### src/rtl/uart_tx_buffered_pkg.sv
// Shared definitions for the buffered UART transmitter: FSM state encoding
// and 8N1 frame geometry.
package uart_tx_buffered_pkg;

    // Transmitter state encoding; values are fixed so the state reads the
    // same in waveforms and in any software that decodes it.
    typedef enum logic [1:0] {
        IDLE  = 2'd0,
        START = 2'd1,
        DATA  = 2'd2,
        STOP  = 2'd3
    } uart_state_e;

    // One start bit, eight data bits and one stop bit.
    localparam int UART_FRAME_BITS = 10;
    localparam int UART_DATA_BITS  = UART_FRAME_BITS - 2;

    // Bit counter value that marks the last data bit of a frame.
    localparam logic [2:0] UART_LAST_BIT = 3'(UART_DATA_BITS - 1);

endpackage

### src/rtl/uart_tx_buffered_sync_fifo.sv
// Byte-wide synchronous FIFO with a first-word-fall-through head.
// Writes while full and reads while empty are ignored.
module sync_fifo #(
    parameter int DEPTH = 16,
    parameter int AW    = 4
) (
    input  logic          clk,
    input  logic          reset,
    input  logic          wr,
    input  logic [7:0]    wdata,
    input  logic          rd,
    output logic [7:0]    rdata,
    output logic [AW:0]   count,
    output logic          full,
    output logic          empty
);

    localparam logic [AW:0] DEPTH_C = (AW + 1)'(DEPTH);

    logic [7:0]    mem_q [DEPTH];
    logic [AW-1:0] wr_ptr_q;
    logic [AW-1:0] rd_ptr_q;
    logic [AW:0]   count_q;
    logic [AW:0]   count_d;
    logic          wr_en;
    logic          rd_en;

    assign full  = (count_q == DEPTH_C);
    assign empty = (count_q == '0);
    assign wr_en = wr && !full;
    assign rd_en = rd && !empty;
    assign count = count_q;

    // The head is visible without a read cycle so the transmitter can load
    // it on the same baud tick that pops it.
    assign rdata = mem_q[rd_ptr_q];

    // Occupancy only moves when exactly one of push/pop takes effect.
    always_comb begin
        count_d = count_q;
        case ({wr_en, rd_en})
            2'b10:   count_d = count_q + 1'b1;
            2'b01:   count_d = count_q - 1'b1;
            default: count_d = count_q;
        endcase
    end

    // Storage write; contents need no reset.
    always_ff @(posedge clk) begin
        if (wr_en) begin
            mem_q[wr_ptr_q] <= wdata;
        end
    end

    // Pointer and occupancy update; pointers wrap naturally at DEPTH = 2**AW.
    always_ff @(posedge clk) begin
        if (reset) begin
            wr_ptr_q <= '0;
            rd_ptr_q <= '0;
            count_q  <= '0;
        end else begin
            if (wr_en) begin
                wr_ptr_q <= wr_ptr_q + 1'b1;
            end
            if (rd_en) begin
                rd_ptr_q <= rd_ptr_q + 1'b1;
            end
            count_q <= count_d;
        end
    end

endmodule

### src/rtl/uart_tx_buffered.sv
// Buffered 8N1 UART transmitter: bytes are queued in a small FIFO and sent
// LSB first, one line level per baud_tick, with back-to-back frames when
// more data is waiting.
module uart_tx_buffered
    import uart_tx_buffered_pkg::*;
#(
    parameter int DEPTH = 16,
    parameter int AW    = 4
) (
    input  logic          clk,
    input  logic          reset,
    input  logic          baud_tick,
    input  logic [7:0]    data,
    input  logic          data_strobe,
    output logic          ready,
    output logic          overflow,
    input  logic          overflow_clr,
    output logic [AW:0]   count,
    output logic          busy,
    output logic          serial
);

    uart_state_e state_q;
    logic [7:0]  shift_q;
    logic [2:0]  bit_cnt_q;
    logic        serial_q;
    logic        overflow_q;

    logic [7:0]  fifo_rdata;
    logic [AW:0] fifo_count;
    logic        fifo_full;
    logic        fifo_empty;
    logic        pop;

    sync_fifo #(
        .DEPTH (DEPTH),
        .AW    (AW)
    ) u_fifo (
        .clk   (clk),
        .reset (reset),
        .wr    (data_strobe),
        .wdata (data),
        .rd    (pop),
        .rdata (fifo_rdata),
        .count (fifo_count),
        .full  (fifo_full),
        .empty (fifo_empty)
    );

    // A byte leaves the FIFO only when a new frame starts: from IDLE, or
    // straight out of STOP so consecutive frames have no idle gap.
    assign pop = baud_tick && !fifo_empty && ((state_q == IDLE) || (state_q == STOP));

    assign ready    = !fifo_full;
    assign count    = fifo_count;
    assign busy     = (state_q != IDLE) || !fifo_empty;
    assign serial   = serial_q;
    assign overflow = overflow_q;

    // Sticky overflow: a dropped byte wins over a same-cycle clear.
    always_ff @(posedge clk) begin
        if (reset) begin
            overflow_q <= 1'b0;
        end else if (data_strobe && fifo_full) begin
            overflow_q <= 1'b1;
        end else if (overflow_clr) begin
            overflow_q <= 1'b0;
        end
    end

    // Transmit FSM; every transition waits for a baud tick so each line
    // level lasts exactly one bit period.
    always_ff @(posedge clk) begin
        if (reset) begin
            state_q   <= IDLE;
            shift_q   <= '0;
            bit_cnt_q <= '0;
            serial_q  <= 1'b1;
        end else if (baud_tick) begin
            case (state_q)
                IDLE: begin
                    if (pop) begin
                        shift_q  <= fifo_rdata;
                        serial_q <= 1'b0;
                        state_q  <= START;
                    end
                end
                START: begin
                    serial_q  <= shift_q[0];
                    bit_cnt_q <= '0;
                    state_q   <= DATA;
                end
                DATA: begin
                    if (bit_cnt_q != UART_LAST_BIT) begin
                        shift_q   <= {1'b0, shift_q[7:1]};
                        serial_q  <= shift_q[1];
                        bit_cnt_q <= bit_cnt_q + 1'b1;
                    end else begin
                        serial_q <= 1'b1;
                        state_q  <= STOP;
                    end
                end
                STOP: begin
                    if (pop) begin
                        shift_q  <= fifo_rdata;
                        serial_q <= 1'b0;
                        state_q  <= START;
                    end else begin
                        serial_q <= 1'b1;
                        state_q  <= IDLE;
                    end
                end
                default: begin
                    serial_q <= 1'b1;
                    state_q  <= IDLE;
                end
            endcase
        end
    end

endmodule

### config.mk
export PLATFORM = sky130hd
export DESIGN_NAME = uart_tx_buffered
export DESIGN_NICKNAME = d
export VERILOG_FILES = /design/src/rtl/uart_tx_buffered_pkg.sv /design/src/rtl/uart_tx_buffered_sync_fifo.sv /design/src/rtl/uart_tx_buffered.sv
export SDC_FILE = /design/constraint.sdc
export NUM_CORES = 1
export LEC_CHECK = 0
export CORE_MARGIN = 2
export CORE_UTILIZATION = 55
export DETAILED_ROUTE_END_ITERATION = 6
export GPL_ROUTABILITY_DRIVEN = 0
export HOLD_SLACK_MARGIN = 0.03
export PLACE_DENSITY = 0.75
export SYNTH_ARGS = -nofsm -noshare
export SYNTH_HDL_FRONTEND = slang
export SYNTH_HIERARCHICAL = 1
export SYNTH_SLANG_ARGS = --single-unit
### constraint.sdc
create_clock -name clk -period 3.6 [get_ports clk]
set_input_delay 1.08 -clock clk [delete_from_list [all_inputs] [get_ports clk]]
set_output_delay 1.08 -clock clk [all_outputs]
set_load 0.05 [all_outputs]
Word level (Yosys, flattened, before mapping)
Memory sizes are Yosys's and may differ from the RTL's. A register that Yosys moved wholly into a read port is not among the register bits.
Index checks and enable logic that the tools add are counted.
{"block": "op_classes", "addsub": 5, "n_reduce_logical": 21, "mux": 20, "n_eq_ne": 11}
{"operator": "two-way mux 8 bit", "count": 2}
{"operator": "case mux 8 bit (2 select lines)", "count": 1}
{"operator": "case mux 5 bit (2 select lines)", "count": 1}
{"operator": "nonzero test 2 bit", "count": 5}
{"operator": "adder 4 x 1 -> 4 bit, second input constant", "count": 2}
{"operator": "two-way mux 1 bit", "count": 8}
{"operator": "two-way mux 4 bit", "count": 2}
{"operator": "case mux 2 bit (4 select lines)", "count": 1}
{"operator": "equality test 2 bit, second input constant", "count": 3}
{"operator": "case mux 3 bit (2 select lines)", "count": 1}
{"operator": "AND reduction 3 bit", "count": 2}
{"operator": "adder 5 x 1 -> 5 bit, second input constant", "count": 1}
{"operator": "equality test 5 bit, second input constant", "count": 1}
{"operator": "logical AND 1 bit", "count": 5}
{"operator": "logical NOT 5 bit", "count": 1}
{"operator": "subtractor 5 x 1 -> 5 bit, second input constant", "count": 1}
{"operator": "equality test 2 x 1 -> 1 bit, second input constant", "count": 2}
{"operator": "two-way mux 2 bit", "count": 2}
{"operator": "inequality test 2 x 1 -> 1 bit, second input constant", "count": 2}
{"operator": "inequality test 2 bit, second input constant", "count": 2}
{"operator": "case mux 1 bit (4 select lines)", "count": 1}
{"operator": "AND reduction 4 bit", "count": 1}
{"operator": "adder 3 x 1 -> 3 bit, second input constant", "count": 1}
{"operator": "two-way mux 3 bit", "count": 1}
{"operator": "other kinds (6)", "count": 8}
{"block": "word_totals", "output_inout_bits": 9, "mem_bits_rw": 128, "reg_bits": 28, "n_memories": 1, "elab_cells": 66}
{"memory": "u_fifo.mem_q", "words": 16, "word_bits": 8, "read_ports": 1, "rd_clocked_by_memory_dff": 1, "wr": 1, "line_no": "uart_tx_buffered_sync_fifo.sv:20", "source": "logic [7:0] mem_q [DEPTH];"}

Depth between registers and ports, before layout
{"block": "depth", "depth_word": 7, "depth_mapped": 13, "depth_no_buf": 12}

Cells and area by module
The synthesis kept the hierarchy.
{"mod": "sync_fifo", "cells_per_inst": 296, "area_each_um2": 5753.0, "n_inst": 1}
{"mod": "uart_tx_buffered", "cells_per_inst": 109, "area_each_um2": 949.7, "n_inst": 1}

Least setup slack after synthesis
Ideal clock, no wire load.
{"block": "synth_timing", "kind": "register to register", "startpoint": "reg u_fifo.count_q[1] (netlist: u_fifo/count[1])", "endpoint": "reg u_fifo.count_q[4] (netlist: u_fifo/count[4])", "n_path_buf": 1, "slack_ps": 52, "arrival_time_ps": 3424, "path_stages_with_launch": 14, "required_time_ps": 3477, "cell_sequence": "dfxtp_1 buf_6 or4_1 nor2_1 nand2b_1 nor2_1 o21a_1 ha_1 xor2_1 ha_1 nor4b_1 a21oi_1 o32ai_1 mux2_1"}
{"block": "synth_between", "elab_chain_cells": 7, "word_cells_on_any_way": 14}
{"element": "start, declared", "line_no": "uart_tx_buffered_sync_fifo.sv:23", "source": "logic [AW:0] count_q;"}
{"element": "start signal, assigned", "line_no": "uart_tx_buffered_sync_fifo.sv:68", "source": "count_q <= count_d;"}
{"element": "logical NOT 5 bit (*)", "line_no": "uart_tx_buffered_sync_fifo.sv:29", "source": "assign empty = (count_q == '0);"}
{"element": "via fifo_empty", "line_no": "uart_tx_buffered.sv:32", "source": "logic fifo_empty;"}
{"element": "logical NOT 1 bit (*)", "line_no": "uart_tx_buffered.sv:52", "source": "assign pop = baud_tick && !fifo_empty && ((state_q == IDLE) || (state_q == STOP));"}
{"element": "logical AND 1 bit (*) (2 in series)", "line_no": "uart_tx_buffered.sv:52"}
{"element": "via pop", "line_no": "uart_tx_buffered.sv:33", "source": "logic pop;"}
{"element": "logical AND 1 bit (*)", "line_no": "uart_tx_buffered_sync_fifo.sv:31", "source": "assign rd_en = rd && !empty;"}
{"element": "via u_fifo.rd_en", "line_no": "uart_tx_buffered_sync_fifo.sv:26", "source": "logic rd_en;"}
{"element": "equality test 2 x 1 -> 1 bit or equality test 2 bit (tied branches)", "line_no": "uart_tx_buffered_sync_fifo.sv:41", "source": "case ({wr_en, rd_en})"}
{"element": "case mux 5 bit (2 select lines) or nonzero test 2 bit (tied branches)"}
Mark *: on every way through the listed nets, which the timed path passes. The rest lies on a longest branch.
A chain may end at the register's enable or synchronous reset.

Worst setup path in the final report
{"block": "layout_timing", "startpoint": "in baud_tick", "endpoint": "reg u_fifo.count_q[4] (netlist: u_fifo/count[4])"}
{"block": "layout_between", "elab_chain_cells": 5, "word_cells_on_any_way": 7}
{"element": "start, declared", "line_no": "uart_tx_buffered.sv:12", "source": "input logic baud_tick,"}
{"element": "logical AND 1 bit (*) (2 in series)", "line_no": "uart_tx_buffered.sv:52"}
{"element": "via pop", "line_no": "uart_tx_buffered.sv:33"}
{"element": "logical AND 1 bit (*)", "line_no": "uart_tx_buffered_sync_fifo.sv:31"}
{"element": "via u_fifo.rd_en", "line_no": "uart_tx_buffered_sync_fifo.sv:26"}
{"element": "equality test 2 x 1 -> 1 bit or equality test 2 bit (tied branches)", "line_no": "uart_tx_buffered_sync_fifo.sv:41"}
{"element": "case mux 5 bit (2 select lines) or nonzero test 2 bit (tied branches)"}
Marks and branches as above.

==> impl_metrics.py <==
metrics = {
    "critical_path": {
        "worst_ep_arrival_time_ns": 3.55,
        "required_ns": 3.90,
        "slowest_stage": "clkdlybuf4s50_1",
        "r2r_setup_slack_ns": 0.37,
        "path_delay_family": "simple AND/OR/NAND/NOR gates",
        "crit_type": "in -> reg",
        "cp-start-kind": "input pin",
        "cp_cell_sequence": "clkdlybuf4s50_1, nand2b_1, nor2_1, o21a_1, ha_1, xor2_1, ha_1, nor4b_1, a21oi_1, o32ai_1, mux2_1",
        "cp-end-kind": "flip-flop",
        "worst-path-stages": 11,
        "startpoint": "baud_tick",
        "worst_path_most_repeated_cell": "ha_1",
        "r2r-start": "u_fifo/count[2]",
        "worstPathMaxFanout": 5,
        "critPathBufInv": 1,
        "slowest_delay_ns": 0.51,
        "r2r_end": "u_fifo/count[4]",
        "r2r_cells": 12,
        "worstSetupEndpoint": "u_fifo/count[4]",
    },
    "status": {
        "status": "finished, final reports clean",
    },
    "clock_network": {
        "clk_pin_slew_ns": 0.06,
        "clkSinkCount": 160,
        "cts_root_buf": "clkbuf_16",
        "postCtsSetupRepairBufs": 0,
        "h-tree-depth": 4,
        "ctsLongestPathBuffers": 2,
        "cts_buffers": 17,
        "clk_latency_ns": 0.42,
        "cts_tree": "built",
    },
    "sta": {
        "setup-tns-final_ns": 0,
        "worst_pin_slew_ns": 0.748,
        "hold_violations": 0,
        "setup-violations-final": 0,
        "post-route-period-util_pct": 90.3,
        "fmax_mhz": 308,
        "rsz0062_at_grt": "false",
        "final_max_slew_viol_count": 0,
        "min_period_ns": 3.25,
        "max_slew_margin_pct": 50.0,
        "skew_ns": 0.0170,
    },
    "die": {
        "start_util_pct": 56.0,
        "core_um2": 12000,
        "pin_count": 22,
        "dieArea_um2": 13100,
        "die_w_um": 114,
        "rows": 40,
        "dieHeight_um": 114,
    },
    "drt": {
        "wl_per_cell_um": 20.1,
        "via_per_inst": 5.95,
        "drcViolationCount": 0,
        "wl_mm": 12.3,
        "via_count": 3633,
        "dr.pass1.iters": 4,
        "ant_nets": 0,
        "dr.first_iter.drc_count": 270,
    },
    "grt": {
        "grt_max_degree": 33,
        "first_global_vias": 3620,
        "grt_overflow_total": 0,
        "antenna_found_initial": 0,
        "grt_pass1_wl_mm": 19.8,
        "grt.total_usage_pct": 21.1,
    },
    "yosys": {
        "syn_nets": 431,
        "synth_top_cell_area_share_pct": 57.3,
        "synth_top_area_cell": "edfxtp_1",
        "async_reset_ff_share_pct": 0,
        "ys.flop_type": "edfxtp_1",
        "synth-edff-count": 128,
        "yosysMostFrequentCell": "edfxtp_1",
        "syn_area_um2": 6700,
        "avgSynthCellArea_um2": 16.5,
        "synth_cell_type_count": 46,
        "ys_seq_area_share_pct": 66.9,
        "ys.warnings.count": 6,
        "yosys-top-cells-count": "edfxtp_1 (128), mux4_2 (40), nor2_1 (33), dfxtp_1 (32), nand2_1 (18)",
        "synthTopCellsByArea": "edfxtp_1 (57%), mux4_2 (13%), dfxtp_1 (9.6%)",
        "syn_inst": 405,
        "ys_seq_elements": 160,
    },
    "finish": {
        "nets": 477,
        "utilization_pct": 65.0,
        "diodes": 0,
        "synthToLayoutAreaGrowth_pct": 16.1,
        "fin_area_um2": 7780,
        "layout-drive-gt1-share_pct": 24.4,
    },
    "power_and_ir_drop": {
        "power_density_nw_per_um2": 666,
        "power_leakage_uw": 0.00259,
        "peakVddDrop_v": 0.000446,
    },
    "job": {
        "maxCapViolations": 0,
    },
    "placed_design": {
        "place_area_um2": 7200,
        "dp_hpwl_mm": 7.77,
        "io_buffers": 21,
    },
    "hold_path": {
        "hp-class": "reg -> reg",
    },
}
-- power by group --
group / switching (uW) / internal [uW] / leakage [uW] / total, uW
clock: 700 / 1020 / 0.000267 / 1720
sequential: 63.4 / 2090 / 0.00142 / 2150
combinational: 707 / 604 / 0.000908 / 1310
-- layout make-up --
cell class | count | area (um2)
tap | 147 | 184
timing repair buffer | 51 | 450
clock buffer | 19 | 433
inverter | 8 | 30.0
multi-input combinational | 213 | 2060
fill | 816 | 4180
sequential | 160 | 4490
clock inverter | 13 | 139
-- worst min-delay path by stage --
stage	start	endpoint	slack, ns	cells after the start
4_1_cts	overflow	overflow	0.48	2
2_1_floorplan	shift_q[7]	shift_q[7]	0.44	2
6_report	overflow	overflow	0.47	2
5_1_grt	bit_cnt_q[2]	bit_cnt_q[2]	0.51	2
3_5_place_dp	overflow	overflow	0.47	2
3_3_place_gp	bit_cnt_q[2]	bit_cnt_q[2]	0.46	2
-- through the flow --
stage / cells / hold WS [ns] / power, uW / worst slack, ns
floorplan: 405 / 0.441 / 3160 / 0.0522
global placement: 579 / 0.459 / 3460 / 0.00566
detailed placement: 579 / 0.471 / 3500 / -0.0515
CTS: 611 / 0.482 / 5230 / 0.0974
global route: 611 / 0.511 / 5430 / 0.190
finish: 611 / 0.474 / 5180 / 0.348
-- metal layers --
metal	wire, um	GRT usage, %	vias up
met4	142	8.62	0
met2	6470	34.6	91
met5	0	0	-
met3	498	5.82	10
met1	5190	26.7	1860
li1	-	-	1672
-- placed cells by master, fill, tap and decap left out, types with 4 or more instances in the layout --
master           netlist  final
a21oi_1                7      7
xor2_1                 6      6
o21ai_0                4      4
a31oi_1                9      9
inv_1                  8      8
edfxtp_1             128    128
and2_1                 4      4
clkinvlp_4             0      4
dfxtp_1               32     31
nor2b_1                5      5
mux4_2                40     40
nor4_1                 7      7
nor3_1                12     12
clkbuf_16              0     17
nand2_1               18     18
buf_4                  0     29
clkdlybuf4s50_1        0     20
nor2_1                33     33
ha_1                  13     13
mux2_2                 8      8
nand2b_1               9      9
-- flip-flops by register name, summed over array words and instances, names as in the netlist, named ones only --
register / cells
u_fifo/mem_q: 128
overflow: 1
serial: 1
shift_q: 8
bit_cnt_q: 3
u_fifo/rd_ptr_q: 4
u_fifo/wr_ptr_q: 4
state_q: 2
u_fifo/count: 5
-- cell families after synthesis --
| kind of cell | Yosys count | synth area share (%) |
|---|---|---|
| adder cells (fa/ha/maj) | 13 | 2.43 |
| AND/OR/NAND/NOR | 104 | 8.19 |
| flip-flops | 160 | 66.9 |
| buffers and inverters | 32 | 2.41 |
| multiplexers | 52 | 15.4 |
| AO/OA/AOI/OAI | 35 | 3.49 |
| XOR/XNOR | 9 | 1.18 |
-- worst reg2reg max path: stages, from the launching register on --
cell and delay [ns]:
dfxtp_1 0.42, or4_1 0.54, nor2_1 0.14, nand2b_1 0.14
nor2_1 0.06, o21a_1 0.14, ha_1 0.21, xor2_1 0.15
ha_1 0.23, nor4b_1 0.37, a21oi_1 0.08, o32ai_1 0.29
mux2_1 0.34
-- timing repair --
item                       CTS  global route
hold endpoints to repair     0             0
resized for setup            0             1
hold buffers                 0             0
setup endpoints to repair    0             1
Power figures use the tool's default switching activity.
==> patch 1, RTL diff (same flow settings) <==
Encoding of `uart_state_e`: now one-hot (4 bits for 4 states).
--- a/src/rtl/uart_tx_buffered_pkg.sv
+++ b/src/rtl/uart_tx_buffered_pkg.sv
@@ -5,9 +5,9 @@
     // Transmitter state encoding; values are fixed so the state reads the
     // same in waveforms and in any software that decodes it.
-    typedef enum logic [1:0] {
-        IDLE  = 2'd0,
-        START = 2'd1,
-        DATA  = 2'd2,
-        STOP  = 2'd3
+    typedef enum logic [3:0] {
+        IDLE  = 4'b0001,
+        START = 4'b0010,
+        DATA  = 4'b0100,
+        STOP  = 4'b1000
     } uart_state_e;
 
Behaviour: no difference found for any inputs over 10 cycles, from zero or initial values and one cycle with reset high; not proved beyond that.
==> patch 1 against the original RTL <==
Routed wire length shrank 3.2%. Sequential cell count up 2. Highest routed layer unchanged. First-iteration DRC count increased by 39%. Synthesized cell count is 1.2% lower. Critical endpoint unchanged. Power shrank 1.7%. Setup slack worse by 220 ps. Final area is 0.56% higher. Combinational power shrank 18%. Synthesized area is 0.60% higher. Sequential share of layout area increased by 0.19 points. Global-route usage shrank 0.90 points.
==> patch 1: results (changes against the original RTL) <==
initial antenna violation count = 0 (unchanged)
post-cts resize count = 1 (+1)
CP max-delay cell = or4_1
GR Util met2 = 32.2% (-2.4 points)
Syn Inst Count = 400 (-1.2%)
Initial DRC Count = 376 (+39%)
nets = 470 (-1.5%)
Placed Cells = 576 (-0.52%)
drt total wl = 11,900 um (-3.2%)
met1 usage = 27.3% (+0.65 points)
post-DP HPWL = 7960 um (+2.5%)
synth warn = 6 (unchanged)
wl on met1 = 5270 um (+1.6%)
cell family with most CP delay = simple AND/OR/NAND/NOR gates
number of global-route vias before repair = 3,589 (-0.86%)
WHS Endpoint = shift_q[7]$_SDFFE_PP0P_
Setup crit end kind = flop
syn nets = 422 (-2.1%)
grt met3 use = 3.86% (-2.0 points)
first-pass GRT wire length = 19,400 um (-2.0%)
Num CTS Buffers = 17 (unchanged)
WL met2 = 6110 um (-5.7%)
overall routing resource usage = 20.2% (-0.90 points)
worst endpoint data arrival time = 3770 ps (+220 ps)
CP Max Fanout = 7 (+2)
CTS Buffer Depth = 2 (unchanged)
Comb group = 0.00107 W (-18%)
leakage = 2.61 nW (+0.71%)
post-synth cell types = 50 (+8.7%)
commonest cells in the netlist = edfxtp_1 (128), nor2_1 (46), mux4_2 (40)
sequential share of power = 44.6% (+3.0 points)
reg-to-reg slack, setup = 130 ps (-240 ps)
WL met3 = 395 um (-21%)
delay of the slowest critical-path stage = 600 ps (+90 ps)
outcome = finished, final reports clean
share of layout cells above drive strength 1 = 25.8% (+1.5 points)
Worst-Skew Late Latency = 420 ps (about the same)
P_int = 0.00366 W (-1.5%)
WL per Instance = 19.6 um (-2.8%)
Min Hold Slack = 474 ps (-0.399 ps)
synth top area cells = edfxtp_1 (57%), mux4_2 (13%), dfxtp_1 (10%)
Clock Skew = 10.4 ps (-6.54 ps)
Worst Tran Pin Value = 655 ps (-93.5 ps)
worst hold start = shift_q[7]$_SDFFE_PP0P_
Hold Crit Depth = 2 (unchanged)
Avg Vias per Cell = 5.80 (-2.4%)
Setup crit start = u_fifo/count[0]$_SDFFE_PP0P_
Logic pwr share = 21.1% (-4.2 points)
port bufs = 21 (unchanged)
worst vdd ir = 0.469 mV (+5.2%)
Seq/Total Area, Yosys = 67.1% (+0.20 points)
number of fill cells in the layout = 792 (-2.9%)
==> patch 1: final cells by class <==
| cell class | instances | area, um^2 | share of cell area, % |
|---|---|---|---|
| sequential | 162 | 4530 | 57.9 |
| multi-input combinational | 209 | 2070 | 26.5 |
| timing repair buffer | 51 | 434 | 5.55 |
| clock buffer | 18 | 429 | 5.49 |
| tap | 147 | 184 | 2.35 |
| clock inverter | 14 | 151 | 1.94 |
| inverter | 7 | 26.3 | 0.336 |
==> patch 1: logic make-up after synthesis <==
logic type | after synthesis | share of synthesized area [%]
flops | 162 | 67.1
simple gates | 101 | 7.91
mux | 56 | 15.8
compound gates | 32 | 3.80
buf+inv | 29 | 2.21
xor+xnor | 11 | 1.54
fa+ha+maj | 9 | 1.67
==> patch 1: metrics by stage <==
step / worst slack (ps) / instance area (um^2) / setup TNS [ps]
after floorplan: 53.4 / 6750 / 0
after global placement: 17.2 / 7240 / 0
after detailed placement: -150 / 7240 / -150
after CTS: 258 / 7820 / 0
after global routing: 48.1 / 7820 / 0
final: 132 / 7820 / 0
==> patch 2, RTL diff (same settings) <==
Without the edit above. `DEPTH` is set to 16 in 2 places; all go to 8.
--- a/src/rtl/uart_tx_buffered_sync_fifo.sv
+++ b/src/rtl/uart_tx_buffered_sync_fifo.sv
@@ -2,5 +2,5 @@
 // Writes while full and reads while empty are ignored.
 module sync_fifo #(
-    parameter int DEPTH = 16,
+    parameter int DEPTH = 8,
     parameter int AW    = 4
 ) (
--- a/src/rtl/uart_tx_buffered.sv
+++ b/src/rtl/uart_tx_buffered.sv
@@ -5,5 +5,5 @@
     import uart_tx_buffered_pkg::*;
 #(
-    parameter int DEPTH = 16,
+    parameter int DEPTH = 8,
     parameter int AW    = 4
 ) (
Formal check against the unedited RTL: not equivalent (Yosys sat finds a counterexample within 10 cycles, from zero or initial values and one cycle with reset high).
==> patch 2 against the original RTL <==
Sequential cell count is 67 lower. Setup slack got worse by 91 ps. Clock skew down 3.8 ps. Non-clock buffer count is 8 lower. Final area shrank 38%. Routed wire length down 37%. Synthesized area is 36% lower. Largest cell class unchanged. Power is 37% lower.
==> patch 2: results (changes against the original RTL) <==
outcome = finished, final reports clean
nets = 356 (-25%)
overall routing resource usage = 19.4% (-1.6 points)
clock-pin slew on the worst setup and hold paths = 90 ps (+30 ps)
syn nets = 322 (-25%)
Initial DRC Count = 136 (-50%)
leakage = 1.70 nW (-34%)
H-tree depth = 3 (-1)
Slew HR = 44.3% (-5.7 points)
max FFs per register = 64 (-50%)
root buf cell = clkbuf_8
Clock Skew = 13.2 ps (-3.80 ps)
worst vdd ir = 0.347 mV (-22%)
via count = 2,460 (-32%)
Setup CP Type = reg2out
post-DP HPWL = 5310 um (-32%)
WL per Instance = 17.6 um (-13%)
delay of the slowest critical-path stage = 690 ps (+180 ps)
first-pass GRT wire length = 12,500 um (-37%)
Post-synth EDFFs = 64 (-50%)
R2R Path Start = u_fifo/count[0]$_SDFFE_PP0P_
switch share = 34.6% (+6.2 points)
worst hold start = shift_q[7]$_SDFFE_PP0P_
share of layout cells above drive strength 1 = 25.3% (+0.94 points)
Worst Setup EP = ready
CP Max Fanout = 7 (+2)
commonest cells in the netlist = edfxtp_1 (64), dfxtp_1 (29), nor2_1 (18)
Seq/Total Area, Yosys = 58.6% (-8.3 points)
-- patch 2: power groups by stage --
stage	Sequential (W)	Combinational, W	Clock, W
6_report	0.00133	0.00122	0.000717
5_1_grt	0.00135	0.00134	0.000773
4_1_cts	0.00133	0.00123	0.000728
3_5_place_dp	0.00135	0.00122	0
3_3_place_gp	0.00135	0.00121	0
2_1_floorplan	0.00140	0.000941	0
-- patch 2: cell type report --
type,instances,area (um^2)
clock buffers,9,124
clock inverters,7,82.6
fillers,581,2770
inverters,8,30.0
multi-input cells,176,1590
flip-flops and latches,93,2500
well taps,102,128
repair buffers,43,378
-- patch 2: per-layer routing --
metal	global-route usage [%]	up-vias	part of all wire, %
met1	26.5	1222	47
met3	3.94	7	2.3
met5	0	-	0
met2	31.3	26	50
li1	-	1205	-
met4	6.84	0	1.0
-- patch 2: logic make-up after synthesis --
family          count (synthesis)  share of synthesized area [%]
xor+xnor                        6                           1.23
flops                          93                           58.6
mux                            36                           14.2
compound gates                 45                           7.39
simple gates                   77                           11.0
fa+ha+maj                      12                           3.52
buf+inv                        28                           4.07
-- patch 2: stage by stage --
| step | instances | area (um^2) | total power [W] | TNS, ps | hold slack (ps) |
|---|---|---|---|---|---|
| final | 438 | 4840 | 0.00327 | 0 | 488 |
| after global routing | 438 | 4840 | 0.00346 | 0 | 501 |
| after CTS | 438 | 4830 | 0.00329 | 0 | 490 |
| after detailed placement | 422 | 4630 | 0.00258 | -37.9 | 477 |
| after global placement | 422 | 4630 | 0.00256 | 0 | 455 |
| after floorplan | 297 | 4270 | 0.00234 | 0 | 443 |
-- patch 2: timing repair --
item | CTS | global route
hold endpoints to repair | 0 | 0
setup endpoints to repair | 0 | 1
resized for setup | 0 | 1
hold buffers | 0 | 0
